## src/rtl/tug_scorer.sv

```systemverilog
// Tug-of-war game state: moves a one-hot rope position on player pushes,
// then runs a tick-paced win flash before re-centring the rope.
module tug_scorer #(
  parameter int START_POS     = 3,
  parameter int FLASH_TOGGLES = 6
) (
  input  logic       clk,
  input  logic       rst,
  input  logic       leftp,
  input  logic       rightp,
  input  logic       tick,
  output logic [1:0] leds_ctrl,
  output logic [6:0] score,
  output logic [1:0] winner
);

  localparam logic [6:0] CENTRE    = 7'b1 << START_POS;
  localparam logic [3:0] LAST_TICK = 4'(FLASH_TOGGLES - 1);

  localparam logic [1:0] LEDS_SCORE = 2'b00;
  localparam logic [1:0] LEDS_ON    = 2'b01;
  localparam logic [1:0] LEDS_OFF   = 2'b10;

  typedef enum logic {PLAY, WIN} state_t;

  state_t     state_q, state_d;
  logic [6:0] score_q, score_d;
  logic [1:0] leds_q, leds_d;
  logic [1:0] winner_q, winner_d;
  logic [3:0] cnt_q, cnt_d;

  always_comb begin
    state_d  = state_q;
    score_d  = score_q;
    leds_d   = leds_q;
    winner_d = winner_q;
    cnt_d    = cnt_q;
    case (state_q)
      PLAY: begin
        // A win needs a push while already sitting on the end LED.
        if (leftp && !rightp) begin
          if (score_q[6]) begin
            state_d  = WIN;
            winner_d = 2'b10;
            leds_d   = LEDS_ON;
            cnt_d    = '0;
          end else begin
            score_d = {score_q[5:0], 1'b0};
          end
        end else if (rightp && !leftp) begin
          if (score_q[0]) begin
            state_d  = WIN;
            winner_d = 2'b01;
            leds_d   = LEDS_ON;
            cnt_d    = '0;
          end else begin
            score_d = {1'b0, score_q[6:1]};
          end
        end
      end
      WIN: begin
        if (tick) begin
          if (cnt_q == LAST_TICK) begin
            state_d  = PLAY;
            score_d  = CENTRE;
            leds_d   = LEDS_SCORE;
            winner_d = 2'b00;
            cnt_d    = '0;
          end else begin
            cnt_d  = cnt_q + 4'd1;
            leds_d = (leds_q == LEDS_ON) ? LEDS_OFF : LEDS_ON;
          end
        end
      end
      default: state_d = PLAY;
    endcase
  end

  always_ff @(posedge clk or posedge rst) begin
    if (rst) begin
      state_q  <= PLAY;
      score_q  <= CENTRE;
      leds_q   <= LEDS_SCORE;
      winner_q <= 2'b00;
      cnt_q    <= '0;
    end else begin
      state_q  <= state_d;
      score_q  <= score_d;
      leds_q   <= leds_d;
      winner_q <= winner_d;
      cnt_q    <= cnt_d;
    end
  end

  assign score     = score_q;
  assign leds_ctrl = leds_q;
  assign winner    = winner_q;

endmodule

```

## config.mk

```make
export PLATFORM = sky130hd
export DESIGN_NAME = tug_scorer
export DESIGN_NICKNAME = d
export VERILOG_FILES = /design/src/rtl/tug_scorer.sv
export SDC_FILE = /design/constraint.sdc
export NUM_CORES = 1
export LEC_CHECK = 0
export CAP_MARGIN = 30
export CORE_ASPECT_RATIO = 1.1
export CORE_MARGIN = 5
export CORE_UTILIZATION = 50
export DETAILED_ROUTE_END_ITERATION = 7
export MAX_ROUTING_LAYER = met4
export PLACE_DENSITY = 0.87
export RECOVER_POWER = 25
export REMOVE_ABC_BUFFERS = 1
export SLEW_MARGIN = 10
export SYNTH_ARGS = -nofsm -noshare
export SYNTH_HDL_FRONTEND = slang
export SYNTH_SLANG_ARGS = --single-unit
```

## constraint.sdc

```tcl
create_clock -name clk -period 5 [get_ports clk]
set_clock_uncertainty 0.1 [all_clocks]
set_input_delay 0.5 -clock clk [delete_from_list [all_inputs] [get_ports clk]]
set_output_delay 0.5 -clock clk [all_outputs]
set_load 0.005 [all_outputs]
```

Yosys cells after proc, flatten, opt, wreduce, memory -nomap -nowiden. Index checks and enable logic that the tools add are counted.

Register bits after elaboration: 16. Input port bits: 5. Output and inout bits: 11. Logic and storage cells: 61.

Add/sub/neg operators: 1. Equality and inequality tests: 9. Muxes and demuxes: 34. Bitwise logic cells: 1. Reduce and logical (&&, ||, !) cells: 9.

Operators by type and width (number): 7-bit two-way mux (6); 4-bit two-way mux (6); 2-bit two-way mux (11); 3-bit inequality test, second input constant (5); 7-bit case mux with 2 select lines (1); 4-bit AND reduction (3); 5-bit AND reduction (2); 2-bit case mux with 2 select lines (2); 4-bit case mux with 2 select lines (1); 1-bit two-way mux (6); 4-bit by 1-bit adder with 4-bit output, second input constant (1); 4-bit by 3-bit equality test with 1-bit output, second input constant (1); 2-bit by 1-bit equality test with 1-bit output, second input constant (1); 1-bit logical AND (2); 1-bit zero test (2); 2-bit by 1-bit inequality test with 1-bit output, second input constant (1); 2-bit inequality test, second input constant (1); 1-bit case mux with 2 select lines (1); 1-bit NOT (1).

Depth between registers and ports, before layout. Gate-level depths: netlist of the first run.

Depth in word-level cells: 5. Depth in mapped cells: 6. Depth with buffers taken out: 5.

Worst setup path after synthesis of the first run. No wires, ideal clock.

Kind: reg-to-reg. From: reg score_q[6] (netlist: score[6]). To: reg score_q[3] (netlist: score[3]). Setup time: 0.082 ns. Data arrival time: 1.607 ns. Data required time: 4.818 ns. Path slack: 3.211 ns. Cell stages (with the launch flop): 6. Path buffers: 2. Period minus slack after synthesis: 1.789 ns. Path through: dfrtp_1 -> buf_6 -> or4b_1 -> buf_2 -> o211a_4 -> mux2_4.

Cells in the longest elaborated chain, start to end: 2.

RTL lines: start, declared (RTL line 27) `logic [6:0] score_q, score_d;`; start signal, assigned (RTL line 88) `score_q <= score_d;`; 3-bit inequality test (no source line); 5-bit AND reduction (no source line).

Every way passes these cells. A chain may end at the register's enable or synchronous reset.

Worst setup path after layout of the first run.
From: in rightp. To: reg score_q[3] (netlist: score[3]).

Cells in the longest elaborated chain, start to end: 4. Elaborated cells between the ends (all ways): 9. Those cells by class: eq/ne (3); mux (2); reduce/logical (4).

RTL lines: start, declared (RTL line 10) `input logic rightp,`; 1-bit zero test (RTL line 41) `if (leftp && !rightp) begin`; 1-bit logical AND (RTL line 41); 3-bit inequality test (no source line) or 7-bit two-way mux (tied branches); 5-bit AND reduction (no source line) or 7-bit case mux with 2 select lines (tied branches).

Several ways; a longest one is shown, not always the timed one.

==> results of run 1 <==
-- how the worst max path moves through the flow --
stage / start / slack (ns) / end
after CTS: rightp / 2.84 / score[3]$_DFFE_PP1P_
after floorplan: state_q$_DFF_PP0_ / 3.18 / score[3]$_DFFE_PP1P_
after global routing: rightp / 2.76 / score[5]$_DFFE_PP0P_
after detailed placement: rightp / 2.53 / score[3]$_DFFE_PP1P_
after global placement: rightp / 2.60 / score[3]$_DFFE_PP1P_
final: rightp / 2.81 / score[3]$_DFFE_PP1P_
-- state kept, by name, summed over array words and instances, names as in the netlist --
| signal | flops |
|---|---|
| score | 7 |
| state_q | 1 |
| leds_ctrl | 2 |
| cnt_q | 4 |
| winner | 2 |
-- worst max-delay path, cell delays in order --
cell and delay, ns:
clkdlybuf4s50_1 0.66, or4b_1 0.61, o211a_4 0.23, mux2_4 0.29
-- power groups by stage --
stage,sequential (mW),clock [mW],combinational [mW]
6_report,0.130,0.0703,0.0168
5_1_grt,0.130,0.0768,0.0183
4_1_cts,0.130,0.0717,0.0169
3_5_place_dp,0.133,0,0.0169
3_3_place_gp,0.132,0,0.0162
2_1_floorplan,0.133,0,0.00867
-- through the flow --
stage	setup slack (ns)	power [mW]	cells	instance area, um2
finish	2.81	0.217	130	1140
global route	2.76	0.225	130	1140
CTS	2.84	0.219	130	1140
detailed placement	2.53	0.149	126	1110
global placement	2.60	0.149	126	1110
floorplan	3.18	0.141	84	927
-- metal layers --
metal	vias up	share of wire [%]	global-route usage, %
li1	389	-	-
met1	390	45	21.4
met2	23	49	25.3
met3	6	3.9	2.91
met4	0	2.4	9.12
met5	-	0	-
-- cell usage after synthesis (2+ instances only) --
cell | instances | share of area (%)
clkbuf_1 | 5 | 1.9
inv_1 | 5 | 1.9
nor2_1 | 2 | 0.77
nand2_1 | 2 | 0.77
o31ai_1 | 5 | 3.8
dfrtp_1 | 15 | 38
nand4_1 | 2 | 1.3
o211a_1 | 2 | 2.0
and3b_1 | 2 | 1.8
nand3_1 | 2 | 1.0
a22o_1 | 3 | 2.7
a31oi_1 | 4 | 2.6
buf_2 | 2 | 1.0
o2111ai_1 | 4 | 3.6
nand3b_1 | 2 | 1.5
buf_6 | 2 | 2.3
nor4bb_1 | 5 | 5.1
a21oi_1 | 2 | 1.0
o21ai_0 | 3 | 1.5
nor3b_1 | 2 | 1.5
nand2b_1 | 3 | 1.9
ha_1 | 2 | 2.6
or4b_1 | 2 | 2.0
nor2b_1 | 2 | 1.3
-- cell type report --
cell class / instances / area [um2] / share of cell area [%]
multi-input combinational: 63 / 507 / 44.6
sequential: 16 / 402 / 35.3
inverter: 5 / 18.8 / 1.65
tap: 27 / 33.8 / 2.97
timing repair buffer: 15 / 150 / 13.2
clock buffer: 4 / 26.3 / 2.31
-- cells by family after synthesis --
kind of cell,after synthesis,share of synthesized area [%]
DFF,16,41.0
muxes,2,2.68
buffers and inverters,14,7.16
AOI/OAI and AO/OA,31,25.2
and+or+nand+nor,28,21.4
adders and majority gates,2,2.56
==> summary.txt, run 1 <==
Worst setup path
  • Crit Path Max Fanout: 12
  • Startpoint kind of the worst setup timing path: input pin
  • Worst endpoint required time: a little over 5 ns
  • Worst Setup End Kind: flip-flop
  • Startpoint of the most critical register-to-register path: state_q$_DFF_PP0_
  • Arrival time of data at the critical path endpoint: approximately 2.3 ns
  • Kind of critical path: input pin to flip-flop
  • R2r setup slk: between 2 and 3 ns
  • Length in cells of the worst reg-to-reg path: 3
  • Worst reg2reg endpoint: score[3]$_DFFE_PP1P_

Clock network
  • Worst-path clk slew: 0.09 ns
  • Post-CTS Setup Repair Bufs: 0
  • H-tree levels: 1
  • Clock tree from TritonCTS: built
  • Count of hold-fix buffers inserted at cts: 0
  • Clock buffer depth: 2
  • CTS buffer count: 3
  • Clock insertion delay at the later pin of the skew report: 0.28 ns
  • Sinks on the clock net: 16
  • Clock tree root driver cell: clkbuf_4
  • Number of gates resized after CTS: 0

Timing
  • Unrepaired setup endpoints after global routing: false
  • Final setup viols: 0
  • WHS: 0.434 ns
  • Final Max Slew Viols: 0
  • Final number of hold-violating endpoints: 0
  • Worst relative slew slack: 58.9%
  • Tcrit/Tclk final: between 40 and 50%
  • Total Neg Setup Slack: 0 ns
  • Transition time at the pin with the least slew margin: 0.615 ns
  • Max Freq: 0.457 GHz
  • Final critical path time including I/O delays and setup: 2.19 ns

Worst hold path
  • Worst hold endpoint: winner[0]$_DFFE_PP0P_
  • Worst hold path cell count: 1
  • Worst min path class: flip-flop to flip-flop
  • Hold wc startpoint: winner[0]$_DFFE_PP0P_

Synth
  • Synthesized netlist cell count: 93
  • Combined area of all synthesized cells: 978 um2
  • Synthesis-stage register bit count: 16
  • Mean cell area of the mapped netlist: about 11 um2
  • Share of async-settable or async-resettable flops after synthesis: between 90% and 100%
  • Number of different library cells in the post-synthesis netlist: 37
  • Count of yosys warnings during synthesis: 0
  • Count of flip-flops with a built-in enable after synthesis: 0
  • Most common flop cell mapped by yosys: dfrtp_1
  • Portion of the post-synthesis area used by sequential elements: 41.0%

Final layout
  • Net count, final: 111
  • Leading cell types in the layout, fill and taps excluded: dfrtp_1, clkdlybuf4s50_1, inv_1, nor4bb_1, o31ai_1
  • P&R area growth vs syn: 16.2%
  • Antenna diode instance count: 0
  • Most common cell after layout, fill and taps aside: dfrtp_1
  • Share of cells above drive strength 1: 7.77%
  • Final Util: 62.4%
  • # fillers: 151

Power
  • Net switching component of the power: 49.2 uW
  • Net switching share of the total power: 22.7%
  • P_int: between 150 and 200 uW
  • Leakage power figure: about 0.46 nW
  • Part of the total power dissipated in combinational logic: 7.7%
  • Part of the power in the clock network: 32.4%
  • Part of the total power dissipated in sequential elements: around 60%
  • Worst vdd rail ir drop: about 130 uV
  • Power Dens Cells: 191 mW/mm2

Placed design
  • Routability congestion estimate: 0.937
  • Hpwl dp: 1.57 mm
  • Count of buffers from port buffering: 15

GRT
  • Maximum number of pins on one net before global-route repair: 20
  • Initial antenna violation count: 0
  • Total overflow reported by the global router: 0
  • Wire length of the first global-routing pass: about 3.7 mm
  • Gr usage total: 16.9%
  • Number of global-route vias before repair: between 800 and 900

Status
  • Result of the run: completed

Floorplanning
  • Number of standard-cell rows in the floorplan: 16
  • Initial cell density of the core: 53.7%
  • Die Footprint: between 0.002 and 0.003 mm2
  • Die width: 52.2 um
  • Placeable core area: 0.00182 mm2
  • Die H: around 56 um
  • Count of pins on the block boundary: 16

Routing
  • Iteration-0 DRC Markers: 11
  • Drt via density: between 6 and 7
  • DRC violations left: 0
  • First-pass iteration count of the detailed router: 4
  • Per-cell routed wire length: ~17 um
  • Final wirelength: approximately 2.2 mm
  • Antenna viol nets, final: 0
  • Routed vias: 808

Flow run
  • Maximum capacitance violations: 0
Note: power is estimated with default switching activity, not from simulation.
==> run 2, diff against run 1 <==
CORE_UTILIZATION = 46   (was 50)
PLACE_DENSITY = 0.85   (was 0.87)
clock period = 1.9 ns   (was 5 ns; I/O delays follow)
==> summary.txt, run 2 (same netlist as run 1, synthesis figures left out) <==
Status
  • Result of the run: completed

Floorplanning
  • Number of standard-cell rows in the floorplan: 17 (+1)
  • Count of pins on the block boundary: 16 (unchanged)
  • Initial cell density of the core: 48.4% (-5.3 points)
  • Die width: 54.0 um (+3.4%)
  • Placeable core area: 0.00202 mm2 (+11%)
  • Die H: 58.4 um (+3.5%)
  • Die Footprint: 0.00315 mm2 (+7.1%)

Clock network
  • Number of gates resized after CTS: 0 (unchanged)
  • Clock tree from TritonCTS: built
  • Clock insertion delay at the later pin of the skew report: 0.30 ns (+0.02 ns)
  • H-tree levels: 1 (unchanged)
  • Post-CTS Setup Repair Bufs: 0 (unchanged)
  • Worst-path clk slew: 0.11 ns (+0.02 ns)
  • CTS buffer count: 3 (unchanged)
  • Clock buffer depth: 2 (unchanged)
  • Clock tree root driver cell: clkbuf_4
  • Count of hold-fix buffers inserted at cts: 0 (unchanged)
  • Sinks on the clock net: 16 (unchanged)

Worst setup path
  • Startpoint of the most critical register-to-register path: state_q$_DFF_PP0_
  • Worst endpoint required time: 2.02 ns (-3.09 ns)
  • Slowest stage delay, CP: 0.59 ns (-0.07 ns)
  • Kind of critical path: flip-flop to flip-flop
  • Cells along the critical path: or4b_1 -> o211a_4 -> mux2_4
  • Critical Path Source: state_q$_DFF_PP0_
  • Worst Setup End Kind: flip-flop
  • Crit Path Max Fanout: 6 (-6)
  • Startpoint kind of the worst setup timing path: flip-flop
  • Arrival time of data at the critical path endpoint: 1.84 ns (-0.46 ns)
  • Library cell contributing the largest single delay on the critical path: or4b_1

Timing
  • Worst Setup Slack, final: 0.176 ns (-2.64 ns)
  • WHS: 0.306 ns (-0.128 ns)
  • Worst relative slew slack: 57.0% (-1.9 points)
  • Final number of hold-violating endpoints: 0 (unchanged)
  • Final setup viols: 0 (unchanged)
  • Unrepaired setup endpoints after global routing: false
  • Final critical path time including I/O delays and setup: 1.72 ns
  • Transition time at the pin with the least slew margin: 0.644 ns (+0.0288 ns)
  • Final Max Slew Viols: 0 (unchanged)
  • Max Freq: about 0.58 GHz
  • Tcrit/Tclk final: between 90% and 100%

Power
  • Leakage power figure: 0.511 nW (+11%)
  • Worst vdd rail ir drop: 285 uV (+120%)
  • Power Dens Cells: 485 mW/mm2 (+150%)
  • Post-route total power: 592 uW (+170%)

Placed design
  • Count of buffers from port buffering: 15 (unchanged)
  • Routability congestion estimate: 0.854 (-8.9%)
  • Placed cell count: 138 (+9.5%)
  • Setup Slack @ Placement: -0.0227 ns (-2.55 ns)
  • Hpwl dp: 1.72 mm (+9.8%)

Final layout
  • Share of cells above drive strength 1: 16.7% (+8.9 points)
  • # fillers: 179 (+19%)
  • Leading cell types in the layout, fill and taps excluded: dfrtp_1, clkdlybuf4s50_1, buf_4
  • P&R area growth vs syn: 24.8%
  • Final Util: 60.4% (-2.0 points)
  • Most common cell after layout, fill and taps aside: dfrtp_1
  • Antenna diode instance count: 0 (unchanged)
  • Max FFs per register: 7 (unchanged)
  • Net count, final: 122 (+9.9%)
  • Non-filler instance count after layout: 142 (+9.2%)

GRT
  • Number of global-route vias before repair: 838 (+2.8%)
  • Total overflow reported by the global router: 0 (unchanged)
  • Gr usage total: 17.3% (+0.41 points)
  • Maximum number of pins on one net before global-route repair: 17 (-15%)
  • Wire length of the first global-routing pass: 3.92 mm (+6.8%)
  • Initial antenna violation count: 0 (unchanged)

Routing
  • Per-cell routed wire length: 17.1 um (+2.7%)
  • DRC violations left: 0 (unchanged)
  • First-pass iteration count of the detailed router: 4 (unchanged)
  • Drt via density: 6.14 (-1.2%)
  • Iteration-0 DRC Markers: 8 (-3)
  • Final wirelength: 2.43 mm (+12%)
  • Antenna viol nets, final: 0 (unchanged)
  • Routed vias: 872 (+7.9%)

Flow run
  • Maximum capacitance violations: 0 (unchanged)

Worst hold path
  • Worst min path class: input pin to asynchronous set/reset pin
## run 2: cell types whose count changed in the layout (fill, tap and decap cells not counted)
cell | previous run | this run
buf_4 | 0 | 11
## run 2: where the power goes
| group | internal (mW) | switching [mW] | total (mW) |
|---|---|---|---|
| registers | 0.341 | 0.000603 | 0.342 |
| logic | 0.0268 | 0.0286 | 0.0554 |
| clock network | 0.0817 | 0.113 | 0.194 |
| total | 0.450 | 0.142 | 0.592 |
## run 2: critical path: cells and delay by family, from the launching register on
family | cells | cell delay [ns]
and+or+nand+nor | 1 | 0.59
muxes | 1 | 0.29
DFF | 1 | 0.46
AOI/OAI and AO/OA | 1 | 0.19
## run 2: layer usage
layer	part of all wire [%]	track usage (%)	vias up
met5	0	-	-
met4	0.78	5.69	0
met1	47	21.8	433
met3	4.0	4.05	4
met2	48	27.2	27
li1	-	-	408
## run 2: final timing paths
kind | endpoint | slack, ns | depth (start not counted)
max | score[3]$_DFFE_PP1P_ | 0.18 | 3
min | cnt_q[0]$_DFFE_PP0P_ | 0.31 | 2
max reg2reg | score[3]$_DFFE_PP1P_ | 0.18 | 3
min reg2reg | winner[0]$_DFFE_PP0P_ | 0.43 | 1
max in group asynchronous | score[6]$_DFFE_PP0P_ | 0.96 | 2
min in group clk | winner[0]$_DFFE_PP0P_ | 0.43 | 1
## run 2: metrics by stage
step                setup TNS (ns)  cell area, um2
floorplan                        0             927
global placement                 0            1190
detailed placement         -0.0834            1190
CTS                              0            1220
global route                     0            1220
finish                           0            1220
## run 2: layout make-up
cell class | instances | area [um2] | share of cell area [%]
Inverter | 5 | 18.8 | 1.54
Multi-Input combinational cell | 63 | 507 | 41.5
Clock buffer | 4 | 26.3 | 2.15
Sequential cell | 16 | 402 | 32.9
Timing Repair Buffer | 26 | 233 | 19.1
Tap cell | 28 | 35.0 | 2.87
==> run 3, diff against run 2 <==
CORE_MARGIN = 8   (was 5)
==> summary.txt, run 3 (same netlist as run 1, synthesis figures left out) <==
Worst setup path
  • Worst Setup End Kind: flip-flop
  • Library cell contributing the largest single delay on the critical path: or4b_1
  • Startpoint kind of the worst setup timing path: flip-flop
  • Cells along the critical path: or4b_1 -> o211a_4 -> o31ai_1
  • Buffer and inverter count on the worst path: 0 (unchanged)
  • Arrival time of data at the critical path endpoint: 1.81 ns (-0.03 ns)
  • Worst endpoint required time: 1.98 ns (-0.04 ns)
  • Worst path top cell family by delay: simple AND/OR/NAND/NOR gates
  • Crit Path Max Fanout: 6 (unchanged)
  • Kind of critical path: flip-flop to flip-flop
  • Slowest stage delay, CP: 0.60 ns (about the same)

Floorplanning
  • Die H: 64.4 um (+10%)
  • Die Footprint: 0.00386 mm2 (+23%)
  • Placeable core area: 0.00200 mm2 (-1.1%)
  • Count of pins on the block boundary: 16 (unchanged)
  • Die width: 60.0 um (+11%)
  • Initial cell density of the core: 48.9% (+0.52 points)
  • Number of standard-cell rows in the floorplan: 17 (unchanged)

Placed design
  • Placed cell count: 141 (+2.2%)
  • Routability congestion estimate: 0.925 (+8.3%)
  • Hpwl dp: 1.78 mm (+3.0%)
  • Count of buffers from port buffering: 15 (unchanged)

Clock network
  • Number of gates resized after CTS: 0 (unchanged)
  • H-tree levels: 1 (unchanged)
  • CTS buffer count: 3 (unchanged)
  • Post-CTS Setup Repair Bufs: 0 (unchanged)
  • Sinks on the clock net: 16 (unchanged)
  • Clock buffer depth: 2 (unchanged)
  • Clock insertion delay at the later pin of the skew report: 0.28 ns (-0.02 ns)
  • Count of hold-fix buffers inserted at cts: 0 (unchanged)
  • Clock tree root driver cell: clkbuf_4
  • Clock tree from TritonCTS: built
  • Worst-path clk slew: 0.09 ns (-0.02 ns)

Timing
  • Transition time at the pin with the least slew margin: 0.598 ns (-0.0458 ns)
  • Final setup viols: 0 (unchanged)
  • Max Freq: 0.579 GHz (-0.23%)
  • Tcrit/Tclk final: 91.0% (+0.21 points)
  • WHS: 0.312 ns (+0.00616 ns)
  • Final critical path time including I/O delays and setup: 1.73 ns (+0.00399 ns)
  • Final Max Slew Viols: 0 (unchanged)
  • Worst relative slew slack: 60.1% (+3.1 points)
  • Unrepaired setup endpoints after global routing: false
  • Final number of hold-violating endpoints: 0 (unchanged)
  • Total Neg Setup Slack: 0 ns (unchanged)

Final layout
  • Max FFs per register: 7 (unchanged)
  • Non-filler instance count after layout: 145 (+2.1%)
  • Multi-input combinational cell area: 507 um2 (unchanged)
  • Leading cell types in the layout, fill and taps excluded: dfrtp_1, clkdlybuf4s50_1, buf_4
  • Most common cell after layout, fill and taps aside: dfrtp_1
  • Final Util: 62.7% (+2.3 points)
  • Share of cells above drive strength 1: 19.7% (+3.0 points)
  • Net count, final: 125 (+2.5%)
  • Area of all sequential standard cells: 402 um2 (unchanged)
  • Antenna diode instance count: 0 (unchanged)
  • P&R area growth vs syn: 28.1%
  • # fillers: 185 (+3.4%)

Routing
  • Drt via density: 5.82 (-5.2%)
  • Per-cell routed wire length: 16.1 um (-5.5%)
  • Routed vias: 844 (-3.2%)
  • First-pass iteration count of the detailed router: 4 (unchanged)
  • DRC violations left: 0 (unchanged)
  • Antenna viol nets, final: 0 (unchanged)
  • Final wirelength: 2.34 mm (-3.5%)
  • Iteration-0 DRC Markers: 11 (+3)

GRT
  • Total overflow reported by the global router: 0 (unchanged)
  • Wire length of the first global-routing pass: 4.05 mm (+3.3%)
  • Number of global-route vias before repair: 889 (+6.1%)
  • Gr usage total: 13.5% (-3.8 points)
  • Maximum number of pins on one net before global-route repair: 17 (unchanged)
  • Initial antenna violation count: 0 (unchanged)

Power
  • Post-route total power: 619 uW (+4.6%)
  • Leakage power figure: 0.531 nW (+3.9%)
  • Worst vdd rail ir drop: 327 uV (+15%)
  • Power Dens Cells: 494 mW/mm2 (+1.9%)

Flow run
  • Maximum capacitance violations: 0 (unchanged)

Status
  • Result of the run: completed

Worst hold path
  • Worst min path class: input pin to asynchronous set/reset pin
-- run 3: cell types whose count changed in the layout (fill, tap and decap cells not counted) --
cell	previous run	this run
buf_4	11	14
clkbuf_1	1	0
clkbuf_8	0	1
-- run 3: worst register-to-register path, stage by stage (launching register included) --
cell and delay [ns]:
dfrtp_1 0.47, or4b_1 0.60, o211a_4 0.20, o31ai_1 0.27
-- run 3: cell type report --
type / count / share of cell area (%)
Timing Repair Buffer: 29 / 20.4
Clock buffer: 4 / 2.89
Multi-Input combinational cell: 63 / 40.4
Tap cell: 28 / 2.79
Sequential cell: 16 / 32.0
Inverter: 5 / 1.50
-- run 3: path summary, 6_finish.rpt --
kind	from	slack (ns)	depth (start not counted)	to
worst max-delay path	state_q$_DFF_PP0_	0.17	3	score[1]$_DFFE_PP0P_
worst min-delay path	rst	0.31	2	cnt_q[0]$_DFFE_PP0P_
worst max register to register	state_q$_DFF_PP0_	0.17	3	score[1]$_DFFE_PP0P_
worst min register to register	winner[0]$_DFFE_PP0P_	0.42	1	winner[0]$_DFFE_PP0P_
max in group asynchronous	rst	1.00	2	cnt_q[1]$_DFFE_PP0P_
min in group clk	winner[0]$_DFFE_PP0P_	0.42	1	winner[0]$_DFFE_PP0P_
-- run 3: where the power goes --
group          switching [mW]  internal, mW  total [mW]
logic                  0.0274        0.0293      0.0568
registers            0.000469         0.341       0.342
clock network           0.104         0.116       0.220
total                   0.132         0.487       0.619
-- run 3: layer usage --
layer | share of wire, % | vias up | track usage [%]
li1 | - | 415 | -
met1 | 49 | 410 | 16.8
met2 | 47 | 19 | 21.3
met3 | 3.4 | 0 | 2.60
met4 | 0 | 0 | 4.18
met5 | 0 | - | -
-- run 3: through the flow --
step,setup WS (ns),instance area [um2]
finish,0.172,1250
detailed placement,0.00814,1220
global route,0.103,1250
CTS,0.158,1250
floorplan,0.0822,927
global placement,0.0712,1220
